<file path="config.mk">
export PLATFORM = sky130hd
export DESIGN_NAME = seq_multiplier_flat
export DESIGN_NICKNAME = d
export VERILOG_FILES = /design/src/rtl/seq_multiplier_if.sv /design/src/rtl/seq_multiplier.sv /design/src/flat_wrapper.sv
export SDC_FILE = /design/constraint.sdc
export NUM_CORES = 1
export LEC_CHECK = 0
export CORE_MARGIN = 1
export CORE_UTILIZATION = 50
export CTS_BUF_LIST = sky130_fd_sc_hd__clkbuf_16
export DETAILED_ROUTE_END_ITERATION = 16
export DONT_BUFFER_PORTS = 1
export SYNTH_ARGS = -nofsm -noshare
export SYNTH_HDL_FRONTEND = slang
export SYNTH_SLANG_ARGS = --single-unit
export TNS_END_PERCENT = 20
</file>
<file path="constraint.sdc">
create_clock -name clk -period 3.1 [get_ports clk]
set_input_delay 0.775 -clock clk [delete_from_list [all_inputs] [get_ports clk]]
set_output_delay 0.775 -clock clk [all_outputs]
set_load 0.05 [all_outputs]
</file>
<file path="src/rtl/seq_multiplier_if.sv">
// Operand/result handshake bundle for seq_multiplier.
// Optional feature macro: SEQ_MULT_SIGNED_EN adds the is_signed operand qualifier.
interface seq_multiplier_if #(
    parameter int unsigned WIDTH = 4
);
    logic                 in_valid;
    logic                 in_ready;
    logic [WIDTH-1:0]     a;
    logic [WIDTH-1:0]     b;
    logic                 out_valid;
    logic                 out_ready;
    logic [2*WIDTH-1:0]   result;
    logic                 busy;
`ifdef SEQ_MULT_SIGNED_EN
    logic                 is_signed;

    // Producer/consumer side
    modport master (
        output in_valid, a, b, is_signed, out_ready,
        input  in_ready, out_valid, result, busy
    );

    // Multiplier side
    modport slave (
        input  in_valid, a, b, is_signed, out_ready,
        output in_ready, out_valid, result, busy
    );
`else
    // Producer/consumer side
    modport master (
        output in_valid, a, b, out_ready,
        input  in_ready, out_valid, result, busy
    );

    // Multiplier side
    modport slave (
        input  in_valid, a, b, out_ready,
        output in_ready, out_valid, result, busy
    );
`endif
endinterface

</file>
<file path="src/rtl/seq_multiplier.sv">
// Sequential shift-add multiplier: one partial product per cycle, WIDTH cycles per product,
// valid/ready on both sides. The accumulator shifts right so the adder only spans the
// upper WIDTH+1 bits.
// Optional feature macro: SEQ_MULT_SIGNED_EN (two's complement operands when is_signed=1).
module seq_multiplier #(
    parameter int unsigned WIDTH = 4
) (
    input  logic            clk,
    input  logic            rst_n,
    seq_multiplier_if.slave bus
);
    localparam int unsigned CNT_W = $clog2(WIDTH + 1);
    localparam int unsigned RES_W = 2 * WIDTH;

    typedef enum logic [1:0] {
        IDLE = 2'd0,
        CALC = 2'd1,
        DONE = 2'd2
    } state_t;

    state_t             state_q;
    state_t             state_d;
    logic               in_ready_q;
    logic               out_valid_q;
    logic               busy_q;
    logic               accept_c;
    logic               last_c;

    logic [WIDTH-1:0]   mcand_q;
    logic [WIDTH-1:0]   mplier_q;
    logic [RES_W-1:0]   acc_q;
    logic [RES_W-1:0]   acc_c;
    logic [RES_W-1:0]   prod_c;
    logic [RES_W-1:0]   result_q;
    logic [CNT_W-1:0]   cnt_q;
    logic [WIDTH:0]     sum_c;
    logic [WIDTH-1:0]   a_mag_c;
    logic [WIDTH-1:0]   b_mag_c;

`ifdef SEQ_MULT_SIGNED_EN
    logic               neg_q;
    logic               neg_c;
`endif

    // Next-state decode plus accept/last-step strobes
    always_comb begin
        state_d  = state_q;
        accept_c = 1'b0;
        last_c   = 1'b0;
        case (state_q)
            IDLE: begin
                if (bus.in_valid && in_ready_q) begin
                    accept_c = 1'b1;
                    state_d  = CALC;
                end
            end
            CALC: begin
                if (cnt_q == CNT_W'(WIDTH - 1)) begin
                    last_c  = 1'b1;
                    state_d = DONE;
                end
            end
            DONE: begin
                if (bus.out_ready) begin
                    state_d = IDLE;
                end
            end
            default: begin
                state_d = IDLE;
            end
        endcase
    end

    // State register with registered handshake/status flags derived from the next state
    always_ff @(posedge clk) begin
        if (!rst_n) begin
            state_q     <= IDLE;
            in_ready_q  <= 1'b1;
            out_valid_q <= 1'b0;
            busy_q      <= 1'b0;
        end else begin
            state_q     <= state_d;
            in_ready_q  <= (state_d == IDLE);
            out_valid_q <= (state_d == DONE);
            busy_q      <= (state_d != IDLE);
        end
    end

    // Operand magnitudes and product sign captured at accept
`ifdef SEQ_MULT_SIGNED_EN
    always_comb begin
        a_mag_c = bus.a;
        b_mag_c = bus.b;
        neg_c   = 1'b0;
        if (bus.is_signed) begin
            if (bus.a[WIDTH-1]) a_mag_c = WIDTH'(-bus.a);
            if (bus.b[WIDTH-1]) b_mag_c = WIDTH'(-bus.b);
            neg_c = bus.a[WIDTH-1] ^ bus.b[WIDTH-1];
        end
    end
`else
    always_comb begin
        a_mag_c = bus.a;
        b_mag_c = bus.b;
    end
`endif

    // One add on the upper slice, then shift the whole accumulator right by one
    always_comb begin
        sum_c = {1'b0, acc_q[RES_W-1:WIDTH]} + (mplier_q[0] ? {1'b0, mcand_q} : '0);
        acc_c = {sum_c, acc_q[WIDTH-1:1]};
`ifdef SEQ_MULT_SIGNED_EN
        prod_c = neg_q ? RES_W'(-acc_c) : acc_c;
`else
        prod_c = acc_c;
`endif
    end

    // Datapath: latch operands on accept, iterate in CALC, load result on the final step
    always_ff @(posedge clk) begin
        if (!rst_n) begin
            mcand_q  <= '0;
            mplier_q <= '0;
            acc_q    <= '0;
            cnt_q    <= '0;
            result_q <= '0;
`ifdef SEQ_MULT_SIGNED_EN
            neg_q    <= 1'b0;
`endif
        end else if (accept_c) begin
            mcand_q  <= a_mag_c;
            mplier_q <= b_mag_c;
            acc_q    <= '0;
            cnt_q    <= '0;
`ifdef SEQ_MULT_SIGNED_EN
            neg_q    <= neg_c;
`endif
        end else if (state_q == CALC) begin
            acc_q    <= acc_c;
            mplier_q <= mplier_q >> 1;
            cnt_q    <= cnt_q + CNT_W'(1);
            if (last_c) begin
                result_q <= prod_c;
            end
        end
    end

    assign bus.in_ready  = in_ready_q;
    assign bus.out_valid = out_valid_q;
    assign bus.busy      = busy_q;
    assign bus.result    = result_q;

endmodule

</file>
<file path="src/flat_wrapper.sv">
// flat-port wrapper written by rule: the top's interface ports become plain ports
module seq_multiplier_flat 
#(
    parameter int unsigned WIDTH = 4
)
  (clk, rst_n, bus_in_valid, bus_a, bus_b, bus_out_ready, bus_in_ready, bus_out_valid, bus_result, bus_busy);
  seq_multiplier_if #(.WIDTH(WIDTH)) bus_i ();
  input  logic clk;
  input  logic rst_n;
  input wire logic [$bits(bus_i.in_valid)-1:0] bus_in_valid;
  input wire logic [$bits(bus_i.a)-1:0] bus_a;
  input wire logic [$bits(bus_i.b)-1:0] bus_b;
  input wire logic [$bits(bus_i.out_ready)-1:0] bus_out_ready;
  output wire logic [$bits(bus_i.in_ready)-1:0] bus_in_ready;
  output wire logic [$bits(bus_i.out_valid)-1:0] bus_out_valid;
  output wire logic [$bits(bus_i.result)-1:0] bus_result;
  output wire logic [$bits(bus_i.busy)-1:0] bus_busy;
  assign bus_i.in_valid = bus_in_valid;
  assign bus_i.a = bus_a;
  assign bus_i.b = bus_b;
  assign bus_i.out_ready = bus_out_ready;
  assign bus_in_ready = bus_i.in_ready;
  assign bus_out_valid = bus_i.out_valid;
  assign bus_result = bus_i.result;
  assign bus_busy = bus_i.busy;
  seq_multiplier #(.WIDTH(WIDTH)) u_core (.clk(clk), .rst_n(rst_n), .bus(bus_i));
endmodule
</file>
==> impl_metrics.csv <==
group,metric,value,unit
synthesis,synth.most_common_cell,"nand2_1",
global_route,grt_pass1_wl,4000,µm
clock_tree,cts_made_buffers,5,
worst_setup_path,slowest_stage,"dfxtp_1",
clock_tree,postCtsSetupRepairBufs,0,
synthesis,yosys-top-cells-count,"nand2_1 (34), dfxtp_1 (31), a21oi_1 (19), nor2_1 (8), ha_1 (6)",
die,rows,18,
die,die_x,53.5,µm
pwr,ir_worst_vdd,0.525,mV
final_layout,antenna_cells,0,
worst_setup_path,r2r_cells,3,
clock_tree,post_cts_resized,0,
routing,drc,0,
worst_setup_path,crit_family,"simple AND/OR/NAND/NOR gates",
clock_tree,cts_buffer_depth,2,
clock_tree,htreeDepth,2,
clock_tree,clk_pin_slew,50,ps
timing,finalHoldViolCount,0,
die,core-area,2500,µm²
clock_tree,cts_tree,"done",
pwr,finalPower,945,µW
worst_setup_path,reg2reg_to,"u_core.acc_q[4]",
global_route,antenna_found_initial,0,
pwr,p_leak,0.000545,µW
routing,vias_per_cell,5.68,
clock_tree,insertion_delay,270,ps
worst_hold_path,holdCritStartpoint,"u_core.mcand_q[2]",
timing,report.final.slew_viol_count,0,
synthesis,ys_seq_elements,31,
timing,max_slew_margin,64.1,%
final_layout,layout-drive-gt1-share,5.84,%
final_layout,nets,172,
run_status,status,"complete, no violations",
synthesis,yosysTopAreaCellShare,46.8,%
clock_tree,cts-root-buf,"clkbuf_16",
global_route,overflow,0,
synthesis,synth_edf_count,0,
timing,fin_setup_tns,0,ps
placement,place_congestion,0.739,
final_layout,design_area,1460,µm²
worst_setup_path,required,3240,ps
synthesis,ys_seq_area_share,46.8,%
worst_setup_path,cpPeakStageDelay,640,ps
placement,place_area,1330,µm²
synthesis,yosys_most_used_dff,"dfxtp_1",
routing,ant_nets,0,
global_route,global_route.usage.total,20.6,%
worst_setup_path,worst-path-buf-inv,0,
die,boundaryPins,23,
worst_hold_path,hold_class,"reg -> reg",
worst_setup_path,cp-end-kind,"flip-flop",
worst_hold_path,min_path_cells,2,
timing,min_period,1830,ps
job,drv_cap,0,
timing,skew,4.77,ps
placement,hpwl,1770,µm
worst_hold_path,whs_endpoint,"u_core.mcand_q[2]",
worst_setup_path,regToRegSetupSlack,1270,ps
worst_setup_path,start_kind,"flip-flop",
routing,drt-initial-drc-count,8,
global_route,grt_pass1_vias,897,
global_route,grt_max_degree,20,
synthesis,synth-async-reset-ratio,0,%
synthesis,syn_area_per_cell,8.66,µm²
routing,routed_wl,2550,µm
die,initial_core_util,53.0,%
timing,rsz0062_at_grt,"false",
die,fp.dieArea,2860,µm²
placement,port_buffers,0,
timing,post-route-period-util,59.2,%
worst_setup_path,crit_chain,"nand4bb_1, nand2_1, a211oi_1",
worst_setup_path,r2r_start,"u_core.bus.in_ready",
routing,dr_total_vias,1046,
synthesis,syn_area,1330,µm²
timing,worst_pin_slew,535,ps
pwr,power_density,646,nW/µm²
final_layout,area_growth,10.4,%
synthesis,ys_types,32,
timing,setup_viol,0,
die,die_h,53.5,µm
timing,timing.fmax,0.545,GHz
worst_setup_path,worstPathArrival,1980,ps
timing,whs,448,ps
synthesis,synth.area.top_cells,"dfxtp_1 (47%), nand2_1 (9.6%), a21oi_1 (7.2%)",
clock_tree,cts_sinks,31,
synthesis,synth_fp_nets,172,
final_layout,final_util,58.5,%
synthesis,synth_top_cell_by_area,"dfxtp_1",
synthesis,yosysWarnings,0,
worst_setup_path,worstPathMaxFanout,12,
synthesis,syn_inst,153,
routing,wl_per_cell,13.9,µm
clock_tree,ctsHoldBuffers,0,
worst_setup_path,critPathKind,"reg -> reg",
routing,dr.pass1.iters,4,
-- tightest hold or removal path, cell delays in order (launching register included) --
cell     delay [ps]
dfxtp_1         300
nand2_1          50
a21oi_1          50
-- cell families (layout without fill, tap and decap cells) --
kind of cell,count (synthesis),in the layout,share of synthesized area [%]
AOI/OAI and AO/OA,39,39,18.3
xor gates and xnor gates,2,2,1.32
adders and majority gates,7,7,7.18
buffers and inverters,14,15,5.00
DFF,31,31,46.8
and+or+nand+nor,60,60,21.3
-- worst max-delay path by stage --
stage | start | end | slack, ps | depth (start not counted)
floorplan | rst_n | u_core.acc_q[6] | 1520 | 4
global placement | bus_in_valid | u_core.acc_q[4] | 1280 | 3
detailed placement | bus_in_valid | u_core.acc_q[4] | 1250 | 3
CTS | u_core.bus.in_ready | u_core.acc_q[4] | 1270 | 3
global route | u_core.bus.in_ready | u_core.acc_q[4] | 1160 | 3
finish | u_core.bus.in_ready | u_core.acc_q[4] | 1270 | 3
-- final cells by class --
type | instances | area, µm²
Fill cell | 245 | 1040
Sequential cell | 31 | 621
Inverter | 6 | 22.5
Tap cell | 30 | 37.5
Timing Repair Buffer | 1 | 7.51
Clock inverter | 3 | 11.3
Multi-Input combinational cell | 108 | 638
Clock buffer | 5 | 125
-- state kept, by name, indices dropped and copies added, names as in the netlist --
| signal | flops |
|---|---|
| u_core.bus.busy | 1 |
| u_core.bus.result | 8 |
| u_core.acc_q | 7 |
| u_core.cnt_q | 3 |
| u_core.mcand_q | 4 |
| u_core.bus.out_valid | 1 |
| u_core.mplier_q | 4 |
| u_core.state_q | 2 |
| u_core.bus.in_ready | 1 |
-- power breakdown --
group | total [µW] | switching [µW] | internal, µW
clock network | 444 | 157 | 288
registers | 436 | 19.7 | 416
logic | 65.2 | 42.5 | 22.7
total | 945 | 219 | 727
-- layer usage --
metal  up-vias  wire length [µm]  track usage (%)
li1        529                 -                -
met4         0                57             11.8
met1       488              1210             24.2
met3         8               100             5.17
met5         -                 0                0
met2        21              1180             33.3
-- metrics by stage --
| stage | setup slack [ps] | std cells |
|---|---|---|
| final | 1270 | 184 |
| after global placement | 1280 | 176 |
| after global routing | 1160 | 184 |
| after CTS | 1270 | 184 |
| after detailed placement | 1250 | 176 |
| after floorplan | 1520 | 153 |
-- cell usage in the layout, fill, tap and decap left out, types with 3 or more instances in the layout --
cell type and instances:
dfxtp_1 31, a211oi_1 3, a2111oi_0 4, clkbuf_16 5, o21ai_0 3, inv_1 6
and2_1 3, a21oi_1 19, nor2_1 8, ha_1 6, nand2_1 34, nand3_1 5
a22oi_1 3
Note: power is estimated with default switching activity, not from simulation.
